[config.mk]
export PLATFORM = sky130hd
export DESIGN_NAME = ajuste_imagen
export DESIGN_NICKNAME = d
export VERILOG_FILES = /design/src/rtl/ajuste_imagen.sv
export SDC_FILE = /design/constraint.sdc
export NUM_CORES = 1
export LEC_CHECK = 0
export ABC_AREA = 1
export BUFFER_PORTS_ARGS = -buffer_cell sky130_fd_sc_hd__buf_2
export CORE_ASPECT_RATIO = 0.75
export CORE_MARGIN = 8
export CORE_UTILIZATION = 60
export DETAILED_ROUTE_END_ITERATION = 16
export GPL_TIMING_DRIVEN = 0
export PLACE_DENSITY = 0.81
export REMOVE_ABC_BUFFERS = 1
export SYNTH_ARGS = -nofsm -noshare
export SYNTH_HDL_FRONTEND = slang
export SYNTH_SLANG_ARGS = --single-unit
[constraint.sdc]
create_clock -name CLK -period 3.38 [get_ports CLK]
set_clock_uncertainty 0.2 [all_clocks]
set_input_delay 0 -clock CLK [delete_from_list [all_inputs] [get_ports CLK]]
set_output_delay 0 -clock CLK [all_outputs]
set_load 0.05 [all_outputs]
[src/rtl/ajuste_imagen.sv]
// rtl/ajuste_imagen.sv - button-driven brightness/threshold/invert adjust with 2-stage pixel pipeline
module ajuste_imagen #(
    parameter int STEP_BRILLO = 8,
    parameter int STEP_UMBRAL = 8,
    parameter int REPEAT_DLY  = 50_000_000,
    parameter int REPEAT_PER  = 10_000_000,
    parameter int UMBRAL_RST  = 128
) (
    input  logic       CLK,
    input  logic       RST,
    input  logic [2:0] BOTON_SEL,
    input  logic [7:0] PIX_IN,
    input  logic       PIX_IN_VALID,
    output logic [7:0] PIX_OUT,
    output logic       PIX_BIN,
    output logic       PIX_OUT_VALID,
    output logic [8:0] BRILLO,
    output logic [7:0] UMBRAL,
    output logic       INVERTIDO
);

    // One counter serves both the hold delay and the repeat period
    localparam int CNT_MAX = (REPEAT_DLY > REPEAT_PER) ? REPEAT_DLY : REPEAT_PER;
    localparam int CNT_W   = $clog2(CNT_MAX);

    localparam logic [CNT_W-1:0]   DLY_LAST = CNT_W'(REPEAT_DLY - 1);
    localparam logic [CNT_W-1:0]   PER_LAST = CNT_W'(REPEAT_PER - 1);
    localparam logic signed [9:0]  SB       = 10'(STEP_BRILLO);
    localparam logic [8:0]         SU9      = 9'(STEP_UMBRAL);
    localparam logic [7:0]         SU8      = 8'(STEP_UMBRAL);
    localparam logic [7:0]         U_RST    = 8'(UMBRAL_RST);

    localparam logic [2:0] C_NONE  = 3'd0;
    localparam logic [2:0] C_B_UP  = 3'd1;
    localparam logic [2:0] C_B_DN  = 3'd2;
    localparam logic [2:0] C_U_UP  = 3'd3;
    localparam logic [2:0] C_U_DN  = 3'd4;
    localparam logic [2:0] C_INV   = 3'd5;

    typedef enum logic [1:0] {
        IDLE   = 2'd0,
        PRESS  = 2'd1,
        HOLD   = 2'd2,
        REPEAT = 2'd3
    } state_t;

    state_t           state;
    logic [2:0]       latch;
    logic [CNT_W-1:0] cnt;

    logic [2:0]        code;
    logic              apply;
    logic signed [9:0] b_ext;
    logic signed [9:0] b_inc;
    logic signed [9:0] b_dec;
    logic [8:0]        b_up_sat;
    logic [8:0]        b_dn_sat;
    logic [8:0]        u_inc;
    logic [7:0]        u_up_sat;
    logic [7:0]        u_dn_sat;

    logic signed [9:0] p_sum;
    logic [7:0]        p_clamp;

    logic [7:0] s1_pix;
    logic [7:0] s1_umbral;
    logic       s1_inv;
    logic       s1_valid;

    // Unused codes 6 and 7 are folded onto "no button"; saturated next values for each action
    always_comb begin
        code     = (BOTON_SEL > C_INV) ? C_NONE : BOTON_SEL;
        apply    = (state == PRESS) ||
                   ((state == REPEAT) && (code == latch) && (cnt == PER_LAST));

        b_ext    = {BRILLO[8], BRILLO};
        b_inc    = b_ext + SB;
        b_dec    = b_ext - SB;
        b_up_sat = (b_inc > 10'sd255)  ? 9'd255  : b_inc[8:0];
        b_dn_sat = (b_dec < -10'sd255) ? 9'h101  : b_dec[8:0];

        u_inc    = {1'b0, UMBRAL} + SU9;
        u_up_sat = (u_inc > 9'd255) ? 8'd255 : u_inc[7:0];
        u_dn_sat = (UMBRAL < SU8)   ? 8'd0   : (UMBRAL - SU8);

        p_sum    = $signed({2'b00, PIX_IN}) + b_ext;
        if (p_sum < 10'sd0) begin
            p_clamp = 8'd0;
        end else if (p_sum > 10'sd255) begin
            p_clamp = 8'd255;
        end else begin
            p_clamp = p_sum[7:0];
        end
    end

    // Button FSM with press/hold/auto-repeat, plus the parameter registers it drives
    always_ff @(posedge CLK or posedge RST) begin
        if (RST) begin
            state     <= IDLE;
            latch     <= C_NONE;
            cnt       <= '0;
            BRILLO    <= 9'd0;
            UMBRAL    <= U_RST;
            INVERTIDO <= 1'b0;
        end else begin
            if (apply) begin
                case (latch)
                    C_B_UP:  BRILLO    <= b_up_sat;
                    C_B_DN:  BRILLO    <= b_dn_sat;
                    C_U_UP:  UMBRAL    <= u_up_sat;
                    C_U_DN:  UMBRAL    <= u_dn_sat;
                    C_INV:   INVERTIDO <= ~INVERTIDO;
                    default: ;
                endcase
            end

            case (state)
                IDLE: begin
                    cnt <= '0;
                    if (code != C_NONE) begin
                        latch <= code;
                        state <= PRESS;
                    end
                end
                PRESS: begin
                    cnt   <= '0;
                    state <= (code == latch) ? HOLD : IDLE;
                end
                HOLD: begin
                    if (code == C_NONE) begin
                        cnt   <= '0;
                        state <= IDLE;
                    end else if (code != latch) begin
                        cnt   <= '0;
                        latch <= code;
                        state <= PRESS;
                    end else if (cnt == DLY_LAST) begin
                        // Invert parks here with the count frozen until release
                        if (latch != C_INV) begin
                            cnt   <= '0;
                            state <= REPEAT;
                        end
                    end else begin
                        cnt <= cnt + 1'b1;
                    end
                end
                REPEAT: begin
                    if (code == C_NONE) begin
                        cnt   <= '0;
                        state <= IDLE;
                    end else if (code != latch) begin
                        cnt   <= '0;
                        latch <= code;
                        state <= PRESS;
                    end else if (cnt == PER_LAST) begin
                        cnt <= '0;
                    end else begin
                        cnt <= cnt + 1'b1;
                    end
                end
                default: begin
                    cnt   <= '0;
                    state <= IDLE;
                end
            endcase
        end
    end

    // Stage 1: brightness offset with clamp, snapshot of the parameters the pixel will use
    always_ff @(posedge CLK or posedge RST) begin
        if (RST) begin
            s1_pix    <= 8'd0;
            s1_umbral <= 8'd0;
            s1_inv    <= 1'b0;
            s1_valid  <= 1'b0;
        end else begin
            s1_valid <= PIX_IN_VALID;
            if (PIX_IN_VALID) begin
                s1_pix    <= p_clamp;
                s1_umbral <= UMBRAL;
                s1_inv    <= INVERTIDO;
            end
        end
    end

    // Stage 2: optional inversion and thresholding; outputs hold while no pixel is present
    always_ff @(posedge CLK or posedge RST) begin
        if (RST) begin
            PIX_OUT       <= 8'd0;
            PIX_BIN       <= 1'b0;
            PIX_OUT_VALID <= 1'b0;
        end else begin
            PIX_OUT_VALID <= s1_valid;
            if (s1_valid) begin
                PIX_OUT <= s1_inv ? (8'd255 - s1_pix) : s1_pix;
                PIX_BIN <= (s1_pix >= s1_umbral) ^ s1_inv;
            end
        end
    end

endmodule

After elaboration in Yosys (flattened, before gate mapping). Cells that the tools add are included.

Output and inout port bits: 28. Memories kept: 0. Register bits after elaboration: 77. ROM bits: 0. RAM bits: 0. Latch bits: 0.

Reduce and logical (&&, ||, !) cells: 16. Mux-type cells: 31. Bitwise gates (word level): 2. Multiply operators: 0. Equal/unequal tests: 20. Add/subtract/negate cells: 7. Div/mod/pow operators: 0. Magnitude comparators: 8. Shifts and indexed selects: 0.

Operators with widths (number): $mux 26 (7); $pmux 26 s3 (1); $mux 8 (5); $add 26x1->26 const B (1); $eq 26x24->1 const B (1); $eq 26x26->1 const B (1); $gt 10x9->1 const B (2); $mux 9 (2); $pmux 9 s2 (1); $mux 2 (8); $pmux 8 s2 (1); $mux 3 (4); $add 9x5->10 const B (1); $add 9x9->10 (1); $lt 10x1->1 const B (1); $lt 10x9->1 const B (1); $sub 9x5->10 const B (1); $add 8x4->9 const B (1); $gt 9x8->1 const B (1); $ge 8x8->1 (1); $lt 8x4->1 const B (1); $ne 4x4->1 const B (2); $pmux 2 s4 (1); $reduce_and 4->1 (2); 26 further kinds (36).

Longest topological paths before layout.
Depth after elaboration: 7. Depth in mapped cells: 13.

Worst setup path before layout. No wires, ideal clock.

Path type: register -> register. Start point: reg BRILLO[0]. End point: reg s1_pix[0]. Data required time: 3.063 ns. Library setup time: 0.117 ns. Cell stages (with the launch flop): 12. Arrival: 2.197 ns. Buffers on the path: 0. Path slack: 0.867 ns. Cells stage by stage: dfrtp_1 ha_1 inv_1 fa_1 o21ai_0 nand2_1 nand2_1 inv_1 nand2_1 nand3_1 nand2_1 nand2_1.

Cells in the longest elaborated chain, start to end: 4. Elaborated cells between the ends (all ways): 5. Classes of those cells: add/sub (1); order compare (2); mux (2).

Ends and longest elaborated chain: start, declared (line 17) `output logic [8:0] BRILLO,`; start signal, assigned (line 108) `C_B_UP: BRILLO <= b_up_sat;`; start signal, assigned (line 109) `C_B_DN: BRILLO <= b_dn_sat;`; $add 9x9->10 (*) (line 86) `p_sum = $signed({2'b00, PIX_IN}) + b_ext;`; $gt 10x9->1 (line 89) `end else if (p_sum > 10'sd255) begin`; $mux 8 (line 89); $mux 8 (*) (line 87) `if (p_sum < 10'sd0) begin`; end signal, assigned (line 179) `s1_pix <= p_clamp;`; end, declared (line 65) `logic [7:0] s1_pix;`.

Every way passes the cells marked *; elsewhere a longest branch is shown, timed or not. A chain may end at the register's enable or synchronous reset.

Worst setup path after layout.
Start point: reg BRILLO[0]. End point: reg s1_pix[2].

Same word-level chain as after synthesis.

==> metrics.txt <==
# TYPE chip_impl_metric gauge
chip_impl_metric{name="finalCriticalPeriod",unit="ps"} 2470
chip_impl_metric{name="hold_worst_slack",unit="ps"} 13.7
chip_impl_metric{name="synthSimpleGateAreaFrac",unit="%"} 39.2
chip_impl_info{name="synth.top_cells.by_count",value="235 x nand2_1, 84 x inv_1, 82 x nor2_1"} 1
chip_impl_metric{name="synthCells",unit=""} 743
chip_impl_metric{name="totalNegativeSetupSlack",unit="ps"} 0
chip_impl_metric{name="setup_violations",unit=""} 0
chip_impl_metric{name="layout.core_utilization",unit="%"} 68.9
chip_impl_metric{name="placed_cell_area",unit="um2"} 5370
chip_impl_info{name="yosys-top-cells-area",value="dfrtp_1 35%, nand2_1 17%, nand3_1 7.1%"} 1
chip_impl_metric{name="cts_hold_buf",unit=""} 8
chip_impl_metric{name="totalPowerFinal",unit="mW"} 4.47
chip_impl_info{name="yosys.cell_count.top_type",value="nand2_1"} 1
chip_impl_metric{name="post_drt_via_cell_ratio",unit=""} 5.56
chip_impl_metric{name="die_height",unit="um"} 96.0
chip_impl_metric{name="seq_area_frac_synth",unit="%"} 35.2
chip_impl_metric{name="worst-endpoint-arrival",unit="ps"} 2500
chip_impl_metric{name="yosys_warnings",unit=""} 0
chip_impl_metric{name="fraction_of_the_mapped_netlist_area_in_adder_cells",unit="%"} 5.76
chip_impl_metric{name="synth_edf_count",unit=""} 0
chip_impl_metric{name="finalCritPeriodShare",unit="%"} 73.2
chip_impl_metric{name="pwr_density_cell",unit="nW/um2"} 774
chip_impl_metric{name="post-cts-setup-buffers",unit=""} 0
chip_impl_metric{name="grt_util_overall",unit="%"} 24.2
chip_impl_metric{name="antenna_cells",unit=""} 0
chip_impl_metric{name="postRouteWirelength",unit="um"} 13200
chip_impl_info{name="outcome",value="finished clean"} 1
chip_impl_metric{name="drt_iter0_drc",unit=""} 532
chip_impl_metric{name="worst_setup_timing_slack_at_the_placement_stage",unit="ps"} 929
chip_impl_metric{name="final.fill_count",unit=""} 704
chip_impl_info{name="synth_ff_type",value="dfrtp_1"} 1
chip_impl_metric{name="drt_pre_antenna_iters",unit=""} 5
chip_impl_metric{name="slew-limit-headroom",unit="%"} 41.1
chip_impl_metric{name="fp-row-count",unit=""} 29
chip_impl_metric{name="portBuffers",unit=""} 41
chip_impl_metric{name="first_global_vias",unit=""} 4705
chip_impl_metric{name="clkSlewWorstSetupHoldPaths",unit="ps"} 60
chip_impl_info{name="rsz_0062_raised_after_global_routing",value="false"} 1
chip_impl_metric{name="top_level_ports",unit=""} 42
chip_impl_metric{name="fin_cells",unit=""} 902
chip_impl_metric{name="synth.distinct_cells",unit=""} 40
chip_impl_metric{name="maximum_number_of_pins_on_one_net_before_global_route_repair",unit=""} 73
chip_impl_metric{name="leakage_dissipation",unit="nW"} 2.81
chip_impl_info{name="cts_tree",value="done"} 1
chip_impl_info{name="worstSetupEndpointType",value="flop"} 1
chip_impl_metric{name="drc",unit=""} 0
chip_impl_metric{name="post-place-cells",unit=""} 878
chip_impl_metric{name="antenna_found_initial",unit=""} 0
chip_impl_metric{name="ys_async_sr_fraction",unit="%"} 100
chip_impl_metric{name="postCtsResizedCells",unit=""} 0
chip_impl_metric{name="floorplan.die_area",unit="um2"} 11800
chip_impl_metric{name="cts_num_sinks",unit=""} 72
chip_impl_metric{name="final_nets",unit=""} 826
chip_impl_info{name="criticalPathCategory",value="reg -> reg"} 1
chip_impl_metric{name="timing.final.ws_setup",unit="ps"} 906
chip_impl_metric{name="antenna_violating_nets_post_route",unit=""} 0
chip_impl_metric{name="max-vdd-ir-drop",unit="mV"} 0.713
chip_impl_metric{name="core_area",unit="um2"} 8380
chip_impl_metric{name="post_synth_xor_area_fraction",unit="%"} 4.79
chip_impl_metric{name="worstPathRequired",unit="ps"} 3400
chip_impl_metric{name="layout_cells_sized_above_1",unit="%"} 10.5
chip_impl_metric{name="crit_path_max_fanout",unit=""} 8
chip_impl_metric{name="timing.max_cap.violations",unit=""} 0
chip_impl_info{name="largest_family_of_logic_cells_by_synthesized_area",value="simple AND/OR/NAND/NOR gates"} 1
chip_impl_metric{name="detailroute.via_count",unit=""} 5011
chip_impl_metric{name="post_synth_mux_area_share",unit="%"} 0
chip_impl_metric{name="start_util",unit="%"} 61.1
chip_impl_metric{name="gpl_congestion",unit=""} 0.946
chip_impl_info{name="worstHoldPathType",value="in -> reg"} 1
chip_impl_metric{name="dpl.hpwl",unit="um"} 9960
chip_impl_metric{name="cts-root-to-sink-buffers",unit=""} 2
chip_impl_metric{name="globalRoute.totalOverflow",unit=""} 0
chip_impl_metric{name="fin_area",unit="um2"} 5780
chip_impl_metric{name="timing_worst_slew_pin_value",unit="ps"} 884
chip_impl_metric{name="htreeDepth",unit=""} 3
chip_impl_metric{name="flow.area_growth_from_synthesis",unit="%"} 12.8
chip_impl_metric{name="postSynthRegisterBits",unit=""} 72
chip_impl_metric{name="syn-mean-instance-area",unit="um2"} 6.89
chip_impl_metric{name="finalMaxSlewViolations",unit=""} 0
chip_impl_info{name="synth.largest_area_cell",value="dfrtp_1"} 1
chip_impl_metric{name="final_hold_violation_count",unit=""} 0
chip_impl_metric{name="area_share_of_the_largest_cell_type_after_synthesis",unit="%"} 34.7
chip_impl_metric{name="synth_compound_area_share",unit="%"} 7.08
chip_impl_metric{name="dieWidth",unit="um"} 123
chip_impl_metric{name="timing.fmax",unit="MHz"} 404
chip_impl_info{name="cp-start-kind",value="flop"} 1
chip_impl_info{name="clk_root_buffer_cell",value="clkbuf_16"} 1
chip_impl_metric{name="insertion_delay",unit="ps"} 330
chip_impl_metric{name="synth_area",unit="um2"} 5120
chip_impl_metric{name="wire_length_of_the_first_global_routing_pass",unit="um"} 22600
chip_impl_metric{name="clock_buffers_created_by_tritoncts",unit=""} 9
chip_impl_metric{name="post_drt_wl_per_cell",unit="um"} 14.7
==> final cells by class <==
| type | count | area, um2 | area share [%] |
|---|---|---|---|
| Multi-Input combinational cell | 572 | 2910 | 50.4 |
| Sequential cell | 72 | 1800 | 31.2 |
| Inverter | 85 | 322 | 5.57 |
| Timing Repair Buffer | 49 | 285 | 4.94 |
| Clock buffer | 10 | 229 | 3.96 |
| Tap cell | 108 | 135 | 2.34 |
| Clock inverter | 6 | 92.6 | 1.60 |
==> sequential cells by signal, summed over array words and instances (netlist names) <==
register       flops
INVERTIDO          1
UMBRAL             6
BRILLO             8
PIX_OUT            8
s1_valid           1
s1_umbral          6
latch              3
PIX_OUT_VALID      1
s1_inv             1
s1_pix             8
state              2
PIX_BIN            1
cnt               26
==> path summary, 6_finish.rpt <==
kind / slack, ps / from / cells after the start / end
min: 10 / PIX_IN[1] / 6 / s1_pix[1]$_DFFE_PP0P_
min reg2reg: 200 / s1_valid$_DFF_PP0_ / 0 / PIX_OUT_VALID$_DFF_PP0_
max in group asynchronous: 2200 / RST / 3 / cnt[11]$_DFFE_PP0P_
max reg2reg: 910 / BRILLO[0]$_DFFE_PP0P_ / 11 / s1_pix[2]$_DFFE_PP0P_
max: 910 / BRILLO[0]$_DFFE_PP0P_ / 11 / s1_pix[2]$_DFFE_PP0P_
min in group asynchronous: 210 / RST / 3 / cnt[24]$_DFFE_PP0P_
==> placed cells by master, fill, tap and decap left out, drive strengths merged, types with 2 or more instances in the layout <==
cell type / n
a21oi: 24
buf: 41
bufinv: 2
clkbuf: 10
clkinv: 2
dfrtp: 71
dlygate4sd3: 8
ha: 22
inv: 86
nand2: 242
nand3: 77
nand3b: 6
nand4: 25
nor2: 85
nor3: 13
o211ai: 2
o21ai: 38
or2: 4
xnor2: 13
xor2: 15
==> layer usage <==
metal	GRT usage [%]	vias up	wire, um
li1	-	2490	-
met1	33.3	2272	5990
met2	36.7	229	5710
met3	6.98	20	1360
met4	6.47	0	172
met5	0	-	0
==> worst max-delay path: stages (launching register included) <==
cell     delay [ps]
dfrtp_1         420
ha_1            260
inv_1            70
fa_1            410
o21ai_0         360
nand2_1          90
nand2_1          90
inv_1            40
nand2_1         180
nand3_1         110
nand2_1          80
nand2_1          50
==> report_power, final <==
part / internal, mW / total, mW / leakage [nW] / switching, mW
Combinational: 0.666 / 2.08 / 1.72 / 1.41
Clock: 0.651 / 1.02 / 0.155 / 0.368
Sequential: 1.08 / 1.37 / 0.943 / 0.296
Total: 2.39 / 4.47 / 2.81 / 2.07
==> logic make-up after synthesis <==
| family | count (synthesis) |
|---|---|
| AND/OR/NAND/NOR | 454 |
| AO/OA/AOI/OAI | 67 |
| XOR/XNOR | 28 |
| buffers and inverters | 99 |
| adder cells (fa/ha/maj) | 23 |
| flip-flops | 72 |
No activity file was read; power rests on OpenSTA's default activity.
